===== config.mk =====
export PLATFORM = sky130hd
export DESIGN_NAME = pp_tile_scheduler
export DESIGN_NICKNAME = d
export VERILOG_FILES = /design/src/rtl/pp_tile_scheduler.sv
export SDC_FILE = /design/constraint.sdc
export NUM_CORES = 1
export LEC_CHECK = 0
export ABC_AREA = 0
export CAP_MARGIN = 40
export CORE_MARGIN = 5
export CORE_UTILIZATION = 50
export CTS_CLUSTER_DIAMETER = 40
export DETAILED_ROUTE_END_ITERATION = 6
export HOLD_SLACK_MARGIN = 0.1
export MAX_ROUTING_LAYER = met4
export PLACE_DENSITY = 0.88
export SKIP_LAST_GASP = 1
export SYNTH_ARGS = -nofsm -noshare
export SYNTH_HDL_FRONTEND = slang
export SYNTH_SLANG_ARGS = --single-unit

===== constraint.sdc =====
create_clock -name clk -period 2.2 [get_ports clk]
set_input_delay 0.33 -clock clk [delete_from_list [all_inputs] [get_ports clk]]
set_output_delay 0.33 -clock clk [all_outputs]
set_load 0.02 [all_outputs]

===== src/rtl/pp_tile_scheduler.sv =====
// Ping-pong bank scheduler for a tiled matmul job: steers loader beats into the
// free bank and hands each full bank to the systolic array in alternating order.
module pp_tile_scheduler #(
    parameter int NUM_TILES  = 16,
    parameter int FILL_BEATS = 8,
    parameter int ADDR_WIDTH = $clog2(FILL_BEATS),
    parameter int CNT_WIDTH  = $clog2(NUM_TILES + 1)
) (
    input  logic                  clk,
    input  logic                  rst,
    input  logic                  start,
    input  logic                  abort,
    output logic                  busy,
    output logic                  job_done,
    input  logic                  in_valid,
    output logic                  in_ready,
    output logic                  wr_en,
    output logic                  wr_bank,
    output logic [ADDR_WIDTH-1:0] wr_addr,
    output logic                  drain_start,
    output logic                  drain_bank,
    input  logic                  drain_done,
    output logic [1:0]            bank_full,
    output logic [CNT_WIDTH-1:0]  tiles_drained
);

    typedef enum logic {S_IDLE, S_RUN} top_state_e;
    typedef enum logic [1:0] {B_EMPTY, B_FILLING, B_FULL, B_DRAINING} bank_state_e;

    top_state_e            state_q;
    bank_state_e           bank_q [2];
    logic                  fp_q;
    logic                  dp_q;
    logic [ADDR_WIDTH-1:0] beat_cnt_q;
    logic [CNT_WIDTH-1:0]  tiles_filled_q;
    logic [CNT_WIDTH-1:0]  tiles_drained_q;
    logic                  drain_start_q;
    logic                  drain_bank_q;
    logic                  job_done_q;

    logic run;
    logic fill_free;
    logic accept;
    logic last_beat;
    logic any_draining;
    logic kick;
    logic done_acc;
    logic job_init;

    assign run          = (state_q == S_RUN);
    assign fill_free    = (bank_q[fp_q] == B_EMPTY) || (bank_q[fp_q] == B_FILLING);
    assign in_ready     = run && fill_free && (tiles_filled_q < CNT_WIDTH'(NUM_TILES)) && !abort;
    assign accept       = in_valid && in_ready;
    assign last_beat    = accept && (beat_cnt_q == ADDR_WIDTH'(FILL_BEATS - 1));
    assign any_draining = (bank_q[0] == B_DRAINING) || (bank_q[1] == B_DRAINING);
    assign kick         = run && !any_draining && (bank_q[dp_q] == B_FULL);
    // drain_done arriving together with drain_start belongs to no handed-over bank
    assign done_acc     = run && drain_done && !drain_start_q && (bank_q[dp_q] == B_DRAINING);
    assign job_init     = abort || (!run && start);

    assign busy          = run;
    assign job_done      = job_done_q;
    assign wr_en         = accept;
    assign wr_bank       = fp_q;
    assign wr_addr       = beat_cnt_q;
    assign drain_start   = drain_start_q;
    assign drain_bank    = drain_bank_q;
    assign tiles_drained = tiles_drained_q;
    assign bank_full[0]  = (bank_q[0] == B_FULL) || (bank_q[0] == B_DRAINING);
    assign bank_full[1]  = (bank_q[1] == B_FULL) || (bank_q[1] == B_DRAINING);

    always_ff @(posedge clk or posedge rst) begin
        if (rst) begin
            state_q         <= S_IDLE;
            bank_q[0]       <= B_EMPTY;
            bank_q[1]       <= B_EMPTY;
            fp_q            <= 1'b0;
            dp_q            <= 1'b0;
            beat_cnt_q      <= '0;
            tiles_filled_q  <= '0;
            tiles_drained_q <= '0;
            drain_start_q   <= 1'b0;
            drain_bank_q    <= 1'b0;
            job_done_q      <= 1'b0;
        end else begin
            drain_start_q <= 1'b0;
            job_done_q    <= 1'b0;
            if (job_init) begin
                // abort wins over a coincident start and also lands here from IDLE
                state_q         <= abort ? S_IDLE : S_RUN;
                bank_q[0]       <= B_EMPTY;
                bank_q[1]       <= B_EMPTY;
                fp_q            <= 1'b0;
                dp_q            <= 1'b0;
                beat_cnt_q      <= '0;
                tiles_filled_q  <= '0;
                tiles_drained_q <= '0;
            end else if (run) begin
                if (last_beat) begin
                    beat_cnt_q     <= '0;
                    bank_q[fp_q]   <= B_FULL;
                    fp_q           <= ~fp_q;
                    tiles_filled_q <= tiles_filled_q + 1'b1;
                end else if (accept) begin
                    beat_cnt_q   <= beat_cnt_q + 1'b1;
                    bank_q[fp_q] <= B_FILLING;
                end
                if (kick) begin
                    drain_start_q <= 1'b1;
                    drain_bank_q  <= dp_q;
                    bank_q[dp_q]  <= B_DRAINING;
                end
                if (done_acc) begin
                    bank_q[dp_q]    <= B_EMPTY;
                    dp_q            <= ~dp_q;
                    tiles_drained_q <= tiles_drained_q + 1'b1;
                    if (tiles_drained_q == CNT_WIDTH'(NUM_TILES - 1)) begin
                        state_q    <= S_IDLE;
                        job_done_q <= 1'b1;
                    end
                end
            end
        end
    end

endmodule


==> results.md <==
- Reg2Reg Depth: 6
- #FFs+latches synth: 23
- Skew final: 5.18 ps
- DRT iter0 DRCs: 26
- Startpoint of the worst register-to-register path: wr_addr[0]
- Vert. Die Dim: 60.4 um
- # hold bufs at CTS: 0
- WL final: 2830 um
- PortBufs: 22
- Worst Hold Class: in2async
- FFs w/ async S/R, synth: 1.00
- Reg2Reg Setup Slack: 370 ps
- First-pass GRT wire length: 4930 um
- Top-area cell type share of the netlist area: 0.454
- Inserted Diodes: 0
- Worst-Skew Late Latency: 300 ps
- Pin count of the biggest net entering global routing: 14
- Post-synthesis cell area: 0.00127 mm2
- Die area: 0.00364 mm2
- Vias per cell: 5.76
- Drt first pass iters: 4
- I/O Pins: 23
- Starting Density: 0.516
- Ratio of cells with drive above 1 in the final layout: 0.116
- Slew Limit Fails: 0
- Max-Cap Viols: 0
- Power Density: 436 mW/mm2
- Max IR drop VDD: 0.401 mV
- RR Endpoint: wr_addr[2]
- CTS Root Cell: clkbuf_4
- Critical Path Fanout Max: 3
- Final Critical Period: 1970 ps
- Ys flop type: dfrtp_1
- Total track usage: 0.186
- Count of final hold-check violations: 0
- Crit path launch type: flop
- CP Class: reg2out
- Core ar.: 0.00245 mm2
- TritonCTS buffer count: 3
- Clock tree sinks: 23
- H-tree Lvls: 1
- CP peak stage delay: 380 ps
- Clock-pin slew on the worst setup and hold paths: 130 ps
- Post-Synthesis Cells: 124
- Status: finished clean
- Final #Nets: 167
- Gr ovfl total: 0
- Seq/Total Area, Yosys: 0.454
- TNS Setup: 0 ps
- # rows: 18
- Remaining antenna violation count: 0
- Routability congestion estimate: 0.919
- CP Capture Type: primary output
- Final Cycle Share: 0.896
- Remaining DRCs: 0
- Synth warn: 0
- Dpl hpwl: 2230 um
- Area contributors post-synth: dfrtp_1 45%, ha_1 4.9%, nor2_1 4.4%
- Power Total: 0.696 mW
- WL/cell: 15.3 um
- Pleak: 0.704 nW
- Placed cell areas: 0.00157 mm2
- Area grow syn2layout: 25.9%
- Fin area: 0.00160 mm2
- Vias in the first global route: 1101
- F_max: 507 MHz
- Die width: 60.4 um
- Synth area leader: dfrtp_1
- Slowest-stage cell, CP: dfrtp_1
- Slew margin rel.: 0.694
- CP required: 1870 ps
- Cell Chain, Critical Path: mux2i_1 > and4b_1 > dlygate4sd2_1
- Avg Synthesized Cell Area: 10.2 um2
- Clock Tree Buf Depth: 2
- Unrepaired setup endpoints after global routing: false
- Crit path DAT: 1640 ps
- Initial antenna violation count: 0
- Final Setup Violations: 0
- Post-synth EDFFs: 0
- Syn_nets: 135
- Via Count: 1065
- Worst slew pin tran: 459 ps
- Unique cell type count in the Yosys netlist: 42
- CTS tree: done
- Final design utilization: 0.650
==> placed cells by master (no fill, tap or decap), types with 2 or more instances in the layout <==
master           Yosys  final
a211oi_1             3      3
a21o_1               3      3
a21oi_1              5      5
and3_1               3      3
buf_4                2     11
clkbuf_4             0      3
clkdlybuf4s50_1      0     20
dfrtp_1             23     23
dlygate4sd2_1        0      2
ha_1                 5      5
inv_1                5      5
mux2i_1              4      4
nand2_1              7      7
nand2b_1             2      2
nand3_1              4      4
nand3b_1             2      2
nand4_1              3      3
nor2_1              15     15
nor2b_1              2      2
nor3b_1              2      2
o21ai_0              3      3
xnor2_1              5      5
xor2_1               2      2
==> synthesized netlist by cell type (all sizes together) (2+ instances only) <==
cell type	n
ha	5
nand4	3
nor2b	2
nand2	7
nand2b	2
a211oi	3
a21o	3
dfrtp	23
inv	5
nor2	15
o21ai	4
nor3b	2
nand3b	2
a21oi	6
mux2i	4
xor2	2
nand3	4
xnor2	5
and3	3
clkbuf	3
buf	3
==> stage by stage <==
| stage | worst slack (ps) | cells | hold slack (ps) |
|---|---|---|---|
| floorplan | 456 | 124 | 332 |
| global placement | 40.5 | 181 | 492 |
| detailed placement | 14.1 | 181 | 513 |
| CTS | 229 | 185 | 333 |
| global route | 106 | 185 | 346 |
| finish | 229 | 185 | 320 |
==> final cells by class <==
class / count / area [um2]
clock buffer: 3 / 22.5
clock inverter: 1 / 5.00
fill: 189 / 860
inverter: 5 / 18.8
multi-input combinational: 90 / 636
sequential: 23 / 576
tap: 30 / 37.5
timing repair buffer: 33 / 300
==> critical path, delay by kind of cell (launching register included) <==
family	cells	cell delay, ps
flip-flops	1	380
buffers and inverters	1	350
multiplexers	1	330
AND/OR/NAND/NOR	1	270
==> kinds of logic after synthesis <==
group	after synthesis	synth area share
and+or+nand+nor	50	0.231
AOI/OAI and AO/OA	23	0.132
DFF	23	0.454
buffers and inverters	11	0.0444
xor gates and xnor gates	7	0.0484
muxes	5	0.0405
adders and majority gates	5	0.0494
==> timing repair <==
item	in CTS	in global routing
setup buffers	0	0
resized for setup	2	0
setup endpoints to repair	2	0
==> layer usage <==
layer  wire length (um)  GRT usage  up-vias
li1                   -          -      504
met1               1210      0.232      520
met2               1420      0.298       37
met3                152     0.0277        4
met4                 45     0.0823        0
met5                  0          -        -
==> how the worst max path moves through the flow <==
stage | from | end | slack, ps | cells after the start
3_5_place_dp | abort | wr_en | 10 | 4
6_report | wr_bank | wr_en | 230 | 3
4_1_cts | wr_bank | wr_en | 230 | 3
2_1_floorplan | wr_addr[0] | tiles_filled_q[0] | 460 | 6
5_1_grt | wr_bank | wr_en | 110 | 3
3_3_place_gp | abort | wr_en | 40 | 4
==> state kept, by name (all words and copies together) (netlist names) <==
| register | cells |
|---|---|
| bank_q | 4 |
| busy | 1 |
| dp_q | 1 |
| drain_bank | 1 |
| drain_start | 1 |
| job_done | 1 |
| tiles_drained | 5 |
| tiles_filled_q | 5 |
| wr_addr | 3 |
| wr_bank | 1 |
==> where the power goes <==
part	total [mW]	internal, mW	leakage (nW)	switching, mW
combinational	0.0751	0.0322	0.367	0.0429
sequential	0.427	0.425	0.320	0.00265
clock	0.194	0.0678	0.0177	0.126
total	0.696	0.525	0.704	0.172
Power figures use the tool's default switching activity.
